File: config.mk
export PLATFORM = sky130hd
export DESIGN_NAME = avst_rr_arbiter
export DESIGN_NICKNAME = d
export VERILOG_FILES = /design/src/rtl/avst_arb_pkg.sv /design/src/rtl/rr_grant_sel.sv /design/src/rtl/avst_rr_arbiter.sv
export SDC_FILE = /design/constraint.sdc
export NUM_CORES = 1
export LEC_CHECK = 0
export ABC_CLOCK_PERIOD_IN_PS = 6300
export CAP_MARGIN = 20
export CORE_ASPECT_RATIO = 0.7
export CORE_MARGIN = 4
export CORE_UTILIZATION = 46
export DETAILED_ROUTE_END_ITERATION = 8
export PLACE_DENSITY = 0.95
export RECOVER_POWER = 100
export SLEW_MARGIN = 40
export SYNTH_ARGS = -nofsm -noshare
export SYNTH_HDL_FRONTEND = slang
export SYNTH_SLANG_ARGS = --single-unit
File: constraint.sdc
create_clock -name clk_i -period 6.3 [get_ports clk_i]
set_input_delay 1.26 -clock clk_i [delete_from_list [all_inputs] [get_ports clk_i]]
set_output_delay 1.26 -clock clk_i [all_outputs]
set_load 0.01 [all_outputs]
File: src/rtl/avst_arb_pkg.sv
// avst_arb_pkg: shared state type and pointer helper for the
// Avalon-ST round-robin arbiter (lock FSM under AVST_ARB_PKT_LOCK_EN).
package avst_arb_pkg;

  typedef enum logic {
    ARB  = 1'b0,
    LOCK = 1'b1
  } arb_state_t;

  function automatic int unsigned rr_next(
    input int unsigned idx,
    input int unsigned n
  );
    return (idx + 1 >= n) ? 0 : idx + 1;
  endfunction

endpackage

File: src/rtl/rr_grant_sel.sv
// rr_grant_sel: combinational rotate-priority search starting at i_ptr.
// Produces a one-hot (or zero) grant plus the winner's binary index.
module rr_grant_sel #(
  parameter int N = 4,
  parameter int W = $clog2(N)
) (
  input  logic [N-1:0] i_req,
  input  logic [W-1:0] i_ptr,
  output logic [N-1:0] o_gnt,
  output logic [W-1:0] o_idx
);

  localparam int unsigned NU = N;

  logic [W-1:0] w_k;

  function automatic int unsigned wrap(
    input int unsigned p,
    input int unsigned o
  );
    int unsigned s;
    s = p + o;
    return (s >= NU) ? s - NU : s;
  endfunction

  // Scan farthest-to-nearest so the slot closest to i_ptr wins last.
  always_comb begin
    o_gnt = '0;
    o_idx = '0;
    w_k   = '0;
    for (int i = N - 1; i >= 0; i--) begin
      w_k = W'(wrap(32'(i_ptr), 32'(i)));
      if (i_req[w_k]) begin
        o_gnt      = '0;
        o_gnt[w_k] = 1'b1;
        o_idx      = w_k;
      end
    end
  end

endmodule

File: src/rtl/avst_rr_arbiter.sv
// avst_rr_arbiter: NUM_IN-to-1 Avalon-ST round-robin arbiter, registered out.
// Define AVST_ARB_PKT_LOCK_EN to hold the grant until end-of-packet.
module avst_rr_arbiter
  import avst_arb_pkg::*;
#(
  parameter  int NUM_IN = 4,
  parameter  int DWIDTH = 8,
  localparam int SRC_W  = $clog2(NUM_IN)
) (
  input  logic                     clk_i,
  input  logic                     rst_i,
  input  logic [NUM_IN*DWIDTH-1:0] in_data_i,
  input  logic [NUM_IN-1:0]        in_eop_i,
  input  logic [NUM_IN-1:0]        in_valid_i,
  output logic [NUM_IN-1:0]        in_ready_o,
  output logic [DWIDTH-1:0]        out_data_o,
  output logic                     out_eop_o,
  output logic [SRC_W-1:0]         out_src_o,
  output logic                     out_valid_o,
  input  logic                     out_ready_i
);

  logic [SRC_W-1:0]  r_ptr;
  logic [NUM_IN-1:0] w_req;
  logic [NUM_IN-1:0] w_gnt;
  logic [SRC_W-1:0]  w_idx;
  logic              w_stg_en;
  logic              w_acc;
  logic              w_ptr_adv;
  logic [DWIDTH-1:0] w_sel_data;
  logic              w_sel_eop;

  assign w_stg_en = !out_valid_o || out_ready_i;

`ifdef AVST_ARB_PKT_LOCK_EN
  arb_state_t        r_state;
  arb_state_t        w_state_nxt;
  logic [SRC_W-1:0]  r_lk_idx;
  logic [NUM_IN-1:0] w_lk_mask;
  logic              w_lk_load;

  always_comb begin
    w_lk_mask           = '0;
    w_lk_mask[r_lk_idx] = 1'b1;
  end

  // While locked only the owner may request, even if it is idle.
  assign w_req = (r_state == LOCK) ?
                 (in_valid_i & w_lk_mask) : in_valid_i;
`else
  assign w_req = in_valid_i;
`endif

  rr_grant_sel #(
    .N (NUM_IN),
    .W (SRC_W)
  ) u_sel (
    .i_req (w_req),
    .i_ptr (r_ptr),
    .o_gnt (w_gnt),
    .o_idx (w_idx)
  );

  assign in_ready_o = w_gnt & {NUM_IN{w_stg_en}};
  assign w_acc      = w_stg_en && (|w_gnt);

  always_comb begin
    w_sel_data = '0;
    for (int k = 0; k < NUM_IN; k++) begin
      if (w_gnt[k]) w_sel_data = in_data_i[k*DWIDTH +: DWIDTH];
    end
  end

  assign w_sel_eop = |(w_gnt & in_eop_i);

`ifdef AVST_ARB_PKT_LOCK_EN
  always_ff @(posedge clk_i or posedge rst_i) begin
    if (rst_i) begin
      r_state  <= ARB;
      r_lk_idx <= '0;
    end else begin
      r_state <= w_state_nxt;
      if (w_lk_load) r_lk_idx <= w_idx;
    end
  end

  always_comb begin
    w_state_nxt = r_state;
    w_ptr_adv   = 1'b0;
    w_lk_load   = 1'b0;
    unique case (r_state)
      ARB: begin
        if (w_acc) begin
          if (w_sel_eop) begin
            w_ptr_adv = 1'b1;
          end else begin
            w_state_nxt = LOCK;
            w_lk_load   = 1'b1;
          end
        end
      end
      LOCK: begin
        if (w_acc && w_sel_eop) begin
          w_state_nxt = ARB;
          w_ptr_adv   = 1'b1;
        end
      end
    endcase
  end
`else
  assign w_ptr_adv = w_acc;
`endif

  always_ff @(posedge clk_i or posedge rst_i) begin
    if (rst_i) begin
      r_ptr <= '0;
    end else if (w_ptr_adv) begin
      r_ptr <= SRC_W'(rr_next(32'(w_idx), NUM_IN));
    end
  end

  // Data/eop/src hold when the stage empties; only valid drops.
  always_ff @(posedge clk_i or posedge rst_i) begin
    if (rst_i) begin
      out_data_o  <= '0;
      out_eop_o   <= 1'b0;
      out_src_o   <= '0;
      out_valid_o <= 1'b0;
    end else if (w_stg_en) begin
      out_valid_o <= |w_gnt;
      if (|w_gnt) begin
        out_data_o <= w_sel_data;
        out_eop_o  <= w_sel_eop;
        out_src_o  <= w_idx;
      end
    end
  end

endmodule

== Yosys cells after proc, flatten, opt, wreduce, memory -nomap -nowiden ==
Cells that the tools add are included.

* Bits in registers: 14
* Bits in latches: 0
* Memory bits (writable): 0
* ROM bits: 0
* Input port bits: 43
* Output and inout port bits: 16
* Word-level logic and storage cells: 71
* Memories: 0

* $add $sub $neg: 8
* Multiply operators: 0
* Div/mod/pow operators: 0
* Magnitude comparators: 13
* Equality and inequality tests: 0
* Shifts and indexed selects: 0
* Muxes and demuxes: 33
* Bitwise gates (word level): 2
* Reduce and logical (&&, ||, !) cells: 10

{| class="wikitable"
|+ Operator list
! cell !! number
|-
| 2-to-1 mux 8 bit || 4
|-
| 2-to-1 mux 2 bit || 9
|-
| 2-to-1 mux 4 bit || 4
|-
| greater-or-equal comparator 3 bit, second input constant || 4
|-
| < comparator 2 x 3 -> 1 bit, second input constant || 4
|-
| AND 4 bit || 2
|-
| binary-select mux 1 bit (select 2 bit) || 4
|-
| demux 1 bit (select 2 bit) || 4
|-
| greater-or-equal comparator 2 x 1 -> 1 bit, second input constant || 4
|-
| 2-to-1 mux 1 bit || 8
|-
| OR reduction 4 bit || 2
|-
| subtractor 2 x 1 -> 2 bit, second input constant || 4
|-
| adder 2 x 1 -> 3 bit, second input constant || 2
|-
| adder 2 x 2 -> 3 bit, second input constant || 2
|-
| logical AND 1 bit || 5
|-
| greater-or-equal comparator 2 x 3 -> 1 bit, second input constant || 1
|-
| AND reduction 2 bit || 1
|-
| zero test 1 bit || 1
|-
| logical OR 1 bit || 1
|}

== Depth between registers and ports, before layout ==
* Depth in word-level cells: 15
* Gate-level depth with buffers: 12
* Gate-level depth less buffers: 9

== Cells and area by module ==
From an unflattened synthesis, not the netlist that was laid out.

* Cell total of the unflattened synthesis: 143
* Area, all modules: 1417.6 um^2

{| class="wikitable"
|+ By module, submodules not included
! module !! times used !! cells an instance !! area each (um^2) !! sequential area each (um^2)
|-
| avst_rr_arbiter || 1 || 77 || 832.0 || 350.3
|-
| rr_grant_sel || 1 || 66 || 585.6 || 0.0
|}

== Least setup slack after synthesis ==
Ideal clock, no wire load.

* Path type: input-to-output
* From: input in_valid_i[2]
* To: output in_ready_o[2]
* Arrival: 2.691 ns
* Required time: 5.040 ns
* Path slack: 2.349 ns
* Cell stages on the path: 7
* Path buffers: 2
* Path through: mux4_2 > buf_6 > a21o_1 > a31oi_1 > a21oi_2 > buf_2 > nor2_1

* Word-level cells in the longest chain between the ends: 7
* Elaborated cells on any way between the ends: 13
* Classes of those cells: mux (12); bitwise (1)

{| class="wikitable"
|+ RTL lines
! what !! line !! text
|-
| start, declared || avst_rr_arbiter.sv:14 || <nowiki>input logic [NUM_IN-1:0] in_valid_i,</nowiki>
|-
| binary-select mux 1 bit (select 2 bit) || rr_grant_sel.sv:33 || <nowiki>if (i_req[w_k]) begin</nowiki>
|-
| 2-to-1 mux 1 bit (implied by the code) || rr_grant_sel.sv:33 ||
|-
| 2-to-1 mux 4 bit (3 in series) || rr_grant_sel.sv:33 ||
|-
| 2-to-1 mux 4 bit * || rr_grant_sel.sv:33 ||
|-
| AND 4 bit * || avst_rr_arbiter.sv:64 || <nowiki>assign in_ready_o = w_gnt & {NUM_IN{w_stg_en}};</nowiki>
|-
| end, declared || avst_rr_arbiter.sv:15 || <nowiki>output logic [NUM_IN-1:0] in_ready_o,</nowiki>
|}

Mark *: on every way between the ends. The rest lies on a longest branch, timed or not. The select of a mux whose other input is x is not followed.

== Worst setup path in the final report ==
* From: input in_valid_i[3]
* To: output in_ready_o[1]

The elaborated chain is that of the path after synthesis.

==> flow_summary_export.csv <==
group,metric,value,unit
outcome,outcome,"finished with violations",
outcome,violations,"capacitance limit, slew limit",
sta,rsz0062_at_grt,"false",
drt,ant_nets,0,
global_route,antenna_found_initial,0,
synthesis,syn_inst,167,
critical_path,crit_required,5.04,ns
critical_path,end_kind,"primary output",
drt,post_drt_wl_per_cell,16.6,um
global_route,grt_pass1_vias,1396,
clock_tree,clockRootBuffer,"clkbuf_8",
sta,setup_tns,0,ns
global_route,grt_usage,21.6,%
synthesis,yosysUniqueCellTypes,36,
synthesis,yosys_warnings,0,
drt,wl,4250,um
floorplanning,floorplan.initialDensity,48.2,%
synthesis,synth_edf_count,0,
clock_tree,cts.repair.resized,0,
clock_tree,clk_path_buf_depth,2,
power_and_ir_drop,ir_drop,0.355,mV
synthesis,synthSimpleGateAreaFrac,22.6,%
clock_tree,cts-htree-levels,1,
floorplanning,fp.dieH,53.3,um
global_route,grt_pass1_wl,6440,um
sta,setup-violations-final,0,
critical_path,cp_data_arrival_time,4.09,ns
global_route,gr-total-overflow,0,
synthesis,yosysTopAreaCell,"dfrtp_1",
synthesis,synth_fa_ha_area_share,4.63,%
power_and_ir_drop,powerDensity,603,mW/mm2
cells_and_area,nets,268,
drt,drc,0,
clock_tree,clk_pin_slew_worst_paths,0.06,ns
cells_and_area,postLayoutCoreUtil,69.4,%
power_and_ir_drop,clockPowerShare,7.7,%
sta,relSlewSlack,-27.0,%
clock_tree,cts_tree,"done",
sta,holdWs,0.507,ns
synthesis,async_reset_ff_share,100,%
place,dpl.hpwl,3150,um
sta,finalHoldViolCount,0,
clock_tree,numCtsBuffers,3,
floorplanning,die_area,0.00388,mm2
floorplanning,core,0.00280,mm2
cells_and_area,insertedDiodeCount,0,
synthesis,syn-num-nets,215,
cells_and_area,synthToLayoutAreaGrowth,44.1,%
sta,slew_viol_final,24,
job,maxCapViolCount,1,
drt,first_iter_violations,221,
critical_path,worstPathMaxFanout,13,
sta,setup_slack,0.952,ns
drt,firstDrtPassIters,4,
place,gp_congestion,0.940,
global_route,grt_max_degree,24,
power_and_ir_drop,netSwitchingPower,0.579,mW
sta,skew,0.00817,ns
place,port_buffers,58,
synthesis,syn_area,0.00135,mm2
clock_tree,post_cts_buffers,0,
power_and_ir_drop,power_frac_seq,16.0,%
synthesis,synth_top_cell_area_share,25.9,%
clock_tree,clock_latency,0.25,ns
sta,tightest_slew,1.90,ns
drt,via_count,1537,
cells_and_area,fillers,208,
place,pre_cts_slack,1.24,ns
synthesis,synth-compound-area-share,27.3,%
power_and_ir_drop,comb_power_share,76.3,%
sta,min_period,5.35,ns
synthesis,synth.area.top_cells,"dfrtp_1 26%, nor2_1 6.4%, nand2_1 6.1%",
synthesis,synth-xor-area-share,0.649,%
worst_hold_path,worstHoldPathType,"flop to flop",
floorplanning,die_w,72.8,um
synthesis,yosysSeqAreaShare,25.9,%
drt,avgViaCountPerCell,6.03,
clock_tree,cts_sinks,14,
sta,fmax,187,MHz
power_and_ir_drop,p_int,0.594,mW
synthesis,synth-main-ff-cell,"dfrtp_1",
synthesis,synthMuxAreaShare,10.6,%
synthesis,synth_top_family_by_area,"compound AO/OA/AOI/OAI gates",
floorplanning,num_rows,16,
clock_tree,cts_hold_buf,0,
critical_path,criticalPathCategory,"primary input to primary output",
power_and_ir_drop,switching_share,49.3,%
critical_path,setup.worst_path.start_class,"primary input",
floorplanning,pin_count,59,
synthesis,avgSynthCellArea,8.08,um2
cells_and_area,drive_gt1_share,6.85,%
synthesis,synth-seq-cells,14,
sta,fin_crit_sh,84.9,%
power_and_ir_drop,power.leakage,0.771,nW
-- stage by stage --
step                area [um2]  instances  total power, mW
finish                    1950        255             1.17
global route              1950        255             1.27
CTS                       1960        255             1.20
detailed placement        1910        251             1.10
global placement          1910        251             1.07
floorplan                 1350        167            0.873
-- worst paths after layout --
kind | startpoint | to | slack [ns] | depth (start not counted)
min in group asynchronous | rst_i | out_data_o[6] | 1.50 | 2
min reg2reg | out_src_o[0] | out_src_o[0] | 0.51 | 1
max reg2reg | r_ptr[0] | out_src_o[0] | 1.89 | 8
min | out_src_o[0] | out_src_o[0] | 0.51 | 1
max in group asynchronous | rst_i | out_data_o[4] | 4.42 | 2
max | in_valid_i[3] | in_ready_o[1] | 0.95 | 7
-- cells by family after synthesis --
group	Yosys count
adder cells (fa/ha/maj)	5
AO/OA/AOI/OAI	49
buffers and inverters	21
flip-flops	14
multiplexers	10
XOR/XNOR	1
AND/OR/NAND/NOR	67
-- metal layers --
metal	global-route usage [%]	wire, um	vias to the layer above
met1	28.6	1750	724
met4	6.13	55	0
met2	33.5	2050	86
met3	6.83	388	8
met5	0	0	-
li1	-	-	719
-- power by group through the flow --
stage	registers [mW]	clock network (mW)	logic (mW)
finish	0.188	0.0908	0.895
global route	0.198	0.0958	0.977
CTS	0.190	0.0931	0.921
detailed placement	0.190	0	0.910
global placement	0.189	0	0.884
floorplan	0.186	0	0.687
-- critical path, stage by stage --
cell and delay (ns):
dlygate4sd3_1 0.64, mux4_2 0.65, a21o_1 0.21, a31o_2 0.23, and2_0 0.32, nor2_1 0.21, clkdlybuf4s50_1 0.56
-- synth_stat cells, types with 2 or more instances --
| cell | instances |
|---|---|
| nand4_1 | 5 |
| o32ai_1 | 2 |
| clkbuf_1 | 2 |
| a22oi_1 | 2 |
| buf_2 | 5 |
| inv_1 | 10 |
| o21ai_0 | 4 |
| mux4_2 | 3 |
| buf_6 | 3 |
| nor2_1 | 23 |
| mux2_2 | 4 |
| a21oi_2 | 2 |
| nor2b_1 | 3 |
| ha_1 | 5 |
| a21oi_1 | 9 |
| a31oi_1 | 10 |
| a21o_1 | 4 |
| mux2i_1 | 3 |
| a311o_1 | 8 |
| nand2_1 | 22 |
| nand3_1 | 10 |
| dfrtp_1 | 14 |
-- placed cells by master (no fill, tap or decap), drive strengths merged, types with 2 or more instances in the layout --
cell            n
clkdlybuf4s50  41
nor2           23
nand2          22
dlygate4sd3    17
dfrtp          14
a31oi          11
a21oi          11
inv            10
nand3          10
a311o           8
nand4           5
ha              5
mux2            4
a21o            4
o21ai           4
clkbuf          4
mux4            3
mux2i           3
nor2b           3
a22oi           2
o32ai           2
-- flip-flops by register name, summed over array words and instances (netlist names) --
register / count
out_eop_o: 1
out_src_o: 2
out_valid_o: 1
out_data_o: 8
r_ptr: 2
-- layout make-up --
type                       instances  area, um2  area share [%]
multi-input combinational        132        870            44.7
timing repair buffer              59        588            30.2
sequential                        14        350            18.0
clock buffer                       4       55.1            2.83
tap                               36       45.0            2.32
inverter                          10       37.5            1.93
No activity file was read; power rests on OpenSTA's default activity.
